### src/rtl/memory_router.sv
// Single-outstanding address router: decodes a CPU request onto one of SLAVES ports,
// waits for that slave's response, and returns decode/timeout errors itself.
module memory_router #(
  parameter int                     SLAVES     = 2,
  parameter logic [SLAVES*32-1:0]   SLAVE_BASE = {32'h0200_0000, 32'h0000_0000},
  parameter logic [SLAVES*32-1:0]   SLAVE_MASK = {32'hFFFF_0000, 32'hFF00_0000},
  parameter int                     TIMEOUT    = 1023
) (
  input  logic                     clk,
  input  logic                     rst,
  input  logic                     memory_valid,
  input  logic                     memory_instr,
  input  logic [31:0]              memory_addr,
  input  logic [31:0]              memory_wdata,
  input  logic [3:0]               memory_wstrb,
  output logic [31:0]              memory_rdata,
  output logic                     memory_ready,
  output logic                     memory_error,
  output logic [SLAVES-1:0]        slave_valid,
  output logic                     slave_instr,
  output logic [31:0]              slave_addr,
  output logic [31:0]              slave_wdata,
  output logic [3:0]               slave_wstrb,
  input  logic [SLAVES*32-1:0]     slave_rdata,
  input  logic [SLAVES-1:0]        slave_ready
);

  localparam int CW = $clog2(TIMEOUT + 1);
  localparam int SW = (SLAVES > 1) ? $clog2(SLAVES) : 1;
  localparam logic [CW-1:0] CNT_LAST = CW'(TIMEOUT - 1);

  typedef enum logic [1:0] {S_IDLE, S_BUSY, S_ERR} state_t;

  state_t              r_state;
  state_t              w_state_nxt;
  logic [CW-1:0]       r_cnt;
  logic [CW-1:0]       w_cnt_nxt;
  logic [SW-1:0]       r_sel;
  logic [SW-1:0]       w_sel_nxt;

  logic                w_hit;
  logic [SW-1:0]       w_idx;
  logic [SLAVES-1:0]   w_onehot;
  logic                w_sel_ready;
  logic [31:0]         w_sel_rdata;

  assign slave_instr = memory_instr;
  assign slave_addr  = memory_addr;
  assign slave_wdata = memory_wdata;
  assign slave_wstrb = memory_wstrb;

  // Scan from the top index down so the lowest matching slave is the one left standing.
  always_comb begin
    w_hit    = 1'b0;
    w_idx    = '0;
    w_onehot = '0;
    for (int i = SLAVES - 1; i >= 0; i--) begin
      if ((memory_addr & SLAVE_MASK[32*i +: 32]) == SLAVE_BASE[32*i +: 32]) begin
        w_hit       = 1'b1;
        w_idx       = SW'(i);
        w_onehot    = '0;
        w_onehot[i] = 1'b1;
      end
    end
  end

  always_comb begin
    w_sel_ready = 1'b0;
    w_sel_rdata = '0;
    for (int i = 0; i < SLAVES; i++) begin
      if (r_sel == SW'(i)) begin
        w_sel_ready = slave_ready[i];
        w_sel_rdata = slave_rdata[32*i +: 32];
      end
    end
  end

  always_ff @(posedge clk) begin
    if (rst) begin
      r_state <= S_IDLE;
      r_cnt   <= '0;
      r_sel   <= '0;
    end else begin
      r_state <= w_state_nxt;
      r_cnt   <= w_cnt_nxt;
      r_sel   <= w_sel_nxt;
    end
  end

  always_comb begin
    w_state_nxt  = r_state;
    w_cnt_nxt    = r_cnt;
    w_sel_nxt    = r_sel;
    memory_ready = 1'b0;
    memory_error = 1'b0;
    memory_rdata = '0;
    slave_valid  = '0;
    case (r_state)
      S_IDLE: begin
        if (memory_valid) begin
          if (w_hit) begin
            slave_valid = w_onehot;
            w_sel_nxt   = w_idx;
            w_cnt_nxt   = '0;
            w_state_nxt = S_BUSY;
          end else begin
            w_state_nxt = S_ERR;
          end
        end
      end
      S_BUSY: begin
        // A response landing on the timeout cycle still wins over the error.
        if (w_sel_ready) begin
          memory_ready = 1'b1;
          memory_rdata = w_sel_rdata;
          w_state_nxt  = S_IDLE;
        end else if (r_cnt == CNT_LAST) begin
          memory_ready = 1'b1;
          memory_error = 1'b1;
          w_state_nxt  = S_IDLE;
        end else begin
          w_cnt_nxt = r_cnt + CW'(1);
        end
      end
      S_ERR: begin
        memory_ready = 1'b1;
        memory_error = 1'b1;
        w_state_nxt  = S_IDLE;
      end
      default: w_state_nxt = S_IDLE;
    endcase
    // The response being dropped by reset must not leak out on the reset cycle itself.
    if (rst) begin
      memory_ready = 1'b0;
      memory_error = 1'b0;
      memory_rdata = '0;
    end
  end

endmodule

### config.mk
export PLATFORM = sky130hd
export DESIGN_NAME = memory_router
export DESIGN_NICKNAME = d
export VERILOG_FILES = /design/src/rtl/memory_router.sv
export SDC_FILE = /design/constraint.sdc
export NUM_CORES = 1
export LEC_CHECK = 0
export ABC_CLOCK_PERIOD_IN_PS = 1700
export BUFFER_PORTS_ARGS = -buffer_cell sky130_fd_sc_hd__buf_2
export CAP_MARGIN = 15
export CORE_AREA = 2 2 94 96
export DETAILED_ROUTE_END_ITERATION = 16
export DIE_AREA = 0 0 96 98
export PLACE_DENSITY_LB_ADDON = 0.25
export SKIP_LAST_GASP = 1
export SYNTH_ARGS = -nofsm -noshare
export SYNTH_HDL_FRONTEND = slang
export SYNTH_SLANG_ARGS = --single-unit
### constraint.sdc
create_clock -name clk -period 1.7 [get_ports clk]
set_clock_uncertainty 0.05 [all_clocks]
set_input_delay 0.34 -clock clk [delete_from_list [all_inputs] [get_ports clk]]
set_output_delay 0.34 -clock clk [all_outputs]
set_load 0.02 [all_outputs]
* Word level (Yosys, flattened, before mapping) *
Cells that the tools add are included.
Widths: inputs -> output; s select.

operators by class
  bitwise logic cells = 0
  multiplexer cells = 30
  equal/unequal tests = 9
  multipliers = 0
  order comparisons = 0
  divide/modulo/power cells = 0
  reductions and logical operators = 6
  $add $sub $neg = 1
  shift operators = 0

operator list
  operator               count
  $mux 32                4
  $mux 10                4
  $logic_not 32->1       1
  $pmux 10 s2            1
  $mux 2                 9
  $eq 16x10->1 const B   1
  $add 10x1->10 const B  1
  $eq 10x10->1 const B   1
  $mux 1                 9
  $ne 2x2->1 const B     4
  $reduce_and 5->1       1
  $pmux 1 s2             2
  $pmux 2 s2             1
  $ne 3x3->1 const B     1
  $reduce_and 3->1       1
  $eq 2x1->1 const B     1
  $eq 2x2->1 const B     1
  $logic_not 2->1        1
  $reduce_and 2->1       1
  $reduce_bool 2->1      1

word-level totals
  memories kept = 0
  memory bits (read-only) = 0
  output and inout port bits = 105
  input bits = 138
  latch bits = 0
  RAM bits = 0
  register bits after elaboration = 13
  logic and storage cells = 49

* Longest topological paths before layout *
  depth after elaboration = 6
  gate-level depth with buffers = 8
  mapped depth without buffers = 7

* Worst setup path after synthesis *
No wires, ideal clock.

  path type = register to output
  start = register r_state[1]
  end = output port memory_rdata[10]
  data arrival time = 1,643 ps
  data required time = 1,310 ps
  path buffers = 1
  cell stages (with the launch flop) = 7
  slack = -333 ps
  cell sequence = dfxtp_1 inv_1 ha_1 nor2b_1 nand2b_1 clkbuf_1 nor2_1

between the ends
  longest elaborated chain between the ends = 3

ends and longest elaborated chain
  element                   RTL line  source
  start: declaration        34        state_t r_state;
  start signal: assignment  84        r_state <= w_state_nxt;
  $eq 2x1->1                98        case (r_state)
  $mux 32                   98
  $mux 32                   133       if (rst) begin
  end: declaration          16        output logic [31:0] memory_rdata,

Every way passes these cells.

* Worst setup path in the final report *
  start = register r_state[1]
  end = output port memory_rdata[14]

Same word-level chain as after synthesis.

==> results.md <==
* Result of the run: finished, violations left
* Failing checks: setup timing
* Final ANT Viol Nets at 0
* Peak VDD IR at 180 uV
* DPL Wire Length at 4870 um
* Clock group share of total power at 31.4%
* Share of the clock period used by the worst path after layout at 116%
* Port bufs at 136
* Transition time at the pin with the least slew margin at 0.329 ns
* Weighted congestion at the end of routability-driven global placement at 0.743
* Synth Instances at 247
* Filler cell count in the final layout at 839
* Rel. slew slack at 77.9%
* Number of top-level pins at 243
* Antenna diode count at 0
* Routed length per instance at 14.4 um
* Initial antenna violation count at 0
* Internal Power at 0.637 mW
* Final core utilization at 39.4%
* Detail Route met3 WL at 647 um
* Count of non-filler cells in the finished layout at 465
* Worst hold path cell count at 2
* Area of the mapped netlist at 1880 um2
* Setup WS post-layout at -0.265 ns
* Critical setup path kind: reg -> out
* Max FO, Critical Path at 6
* Die W at 96 um
* Net switching power figure at 0.302 mW
* Crit start category: flip-flop
* Number of cells on the worst reg-to-reg path at 7
* Met2 WL post-DR at 3460 um
* Clock latency on the worst-skew pair at 0.25 ns
* Total global routing overflow at 0
* Setup tns final at -7.42 ns
* FFs w/ async S/R, synth at 0%
* Area share of the largest cell type after synthesis at 27.6%
* Root buffer selected by CTS: sky130_fd_sc_hd__clkbuf_8
* Total via count in the routed design at 2108
* Cell leakage power at 1.37 nW
* Flip-flop and latch count after synthesis at 13
* Launching instance or port of the critical path: r_state[1]
* Worst setup EP type: output port
* Placed instance count at 447
* Die Ht at 98 um
* Critical path data required time at 1.31 ns
* Routed wire length at 6710 um
* Highest metal layer with signal wires: met4
* Number of rows created at floorplan at 34
* Layout-stage area growth over the synthesis result at 77.8%
* Met1 wire length at 2540 um
* Final hold violations at 0
* Placed cell areas at 2660 um2
* Proportion of layout cells with a drive suffix above 1 at 73.9%
* Launch point of the worst hold path: r_state[0]
* Data arrival time at the worst-slack endpoint at 1.57 ns
* Clock Sinks at 13
* Initial Util at 22.2%
* Clock tree from TritonCTS: built
* Core Area at 8470 um2
* Maximum number of buffers from clock root to sink at 2
* Hold/Removal Path Class: reg -> reg
* Final net count at 501
* Per-instance average area after synthesis at 7.60 um2
* Num CTS Buffers at 3
* Design Area, Final at 3340 um2
* GRT Resource Usage Total at 13.5%
* Commonest cells after routing, fill and taps aside: sky130_fd_sc_hd__buf_2 (101), sky130_fd_sc_hd__buf_4 (47), sky130_fd_sc_hd__nor2_4 (32)
* Post-layout minimum cycle time at 1.96 ns
* Post-synthesis sequential area ratio at 13.9%
* Synth Warn # at 0
* Worst flop-to-flop path startpoint: r_state[1]
* Full die area at 9410 um2
* Total of max-cap violations at 0
* Largest area contributor in the netlist: sky130_fd_sc_hd__buf_4
* Achievable frequency at 0.509 GHz
* Nets in the synthesized netlist at 390
* Largest net degree at the start of global routing at 17
* Switch share at 32.1%
* Dominant register cell in the synthesized netlist: sky130_fd_sc_hd__dfxtp_1
* First-pass GRT wire length at 10000 um
* Register clock-pin slew on the reported worst setup and hold paths at 0.06 ns
* Number of levels in the clock H-tree at 1
* Setup violators final at 45
* RSZ-0062 raised after global routing: true
* Number of global-route vias before repair at 2075
* Drt initial violations at 53
* Power per Cell Area at 282 nW/um2
* Number of pins exceeding their max-slew limit in the final report at 0
* Top post-synthesis cells by area: sky130_fd_sc_hd__buf_4 (28%), sky130_fd_sc_hd__mux2i_1 (17%), sky130_fd_sc_hd__dfxtp_1 (14%)
* Drt first pass iters at 4
* Cell variety after synth at 35
* Via count normalized by instance count at 4.53
* Share of power burned in combinational logic at 35.9%
* Total power draw at 0.939 mW
* DRC violation count after routing at 0
* Most common library cell in the layout ignoring fill and taps: sky130_fd_sc_hd__buf_2
* Part of the total power dissipated in sequential elements at 32.7%
* Count of flip-flops with a built-in enable after synthesis at 0
## area by class of cell
| type | count | area (um2) | share of cell area (%) |
|---|---|---|---|
| multi-input cells | 152 | 1500 | 45.1 |
| repair buffers | 184 | 1370 | 40.9 |
| flip-flops and latches | 13 | 269 | 8.06 |
| well taps | 108 | 135 | 4.05 |
| clock buffers | 4 | 45.0 | 1.35 |
| inverters | 4 | 17.5 | 0.525 |
## power by group through the flow
stage               clock, mW  sequential [mW]  combinational (mW)
global placement            0            0.315               0.279
detailed placement          0            0.315               0.281
finish                  0.295            0.308               0.337
CTS                     0.304            0.309               0.329
floorplan                   0            0.315               0.327
global route            0.319            0.308               0.364
## worst max-delay path: stages, from the launching register on
cell                       delay (ns)
sky130_fd_sc_hd__dfxtp_2         0.32
sky130_fd_sc_hd__inv_2           0.07
sky130_fd_sc_hd__ha_4            0.12
sky130_fd_sc_hd__nor2b_4         0.18
sky130_fd_sc_hd__nand2b_4        0.12
sky130_fd_sc_hd__buf_12          0.16
sky130_fd_sc_hd__buf_16          0.14
sky130_fd_sc_hd__nor2_4          0.08
sky130_fd_sc_hd__buf_6           0.12
## Yosys cell counts (all sizes together), types with 2 or more instances
cell type,n
inv,4
clkbuf,8
nor2b,2
nor3,11
nand2,17
o21ai,2
nand2b,4
nand4,2
nor2,37
nand3,5
a21oi,5
a21o,2
nor4,4
o22a,7
buf,71
ha,5
a31oi,2
mux2i,33
o22ai,2
dfxtp,13
## routing by layer
layer | track usage [%] | up-vias
met3 | 4.55 | 7
met4 | 3.19 | 0
met5 | 0 | -
met2 | 24.4 | 109
met1 | 14.9 | 974
li1 | - | 1018
## per-stage QoR
| step | hold WS, ns | worst slack, ns |
|---|---|---|
| floorplan | 0.402 | -0.0257 |
| global placement | 0.422 | -0.242 |
| detailed placement | 0.425 | -0.304 |
| CTS | 0.441 | -0.269 |
| global route | 0.467 | -0.336 |
| finish | 0.438 | -0.265 |
## logic make-up (layout without fill, tap and decap cells)
group,Yosys count,after routing,share of synthesized area (%)
AO/OA/AOI/OAI,26,27,10.6
AND/OR/NAND/NOR,87,87,22.7
flip-flops,13,13,13.9
buffers and inverters,83,192,31.2
multiplexers,33,33,18.3
adder cells (fa/ha/maj),5,5,3.33
## flip-flops by register name, summed over array words and instances, names as in the netlist
signal / cells
r_sel: 1
r_state: 2
r_cnt: 10
## timing repair
action / in CTS / in global routing
cloned: 5 / 0
buffers inserted: 10 / 0
endpoints found under the hold margin: 0 / 0
gates resized for setup: 101 / 16
pin swaps: 36 / 7
setup endpoints to repair: 46 / 48
hold buffers: 0 / 0
## final timing paths
kind / to / slack [ns]
max: memory_rdata[14] / -0.26
min: r_state[0] / 0.44
max reg2reg: r_cnt[5] / -0.09
min reg2reg: r_state[0] / 0.44
(Power assumes the default switching activity.)
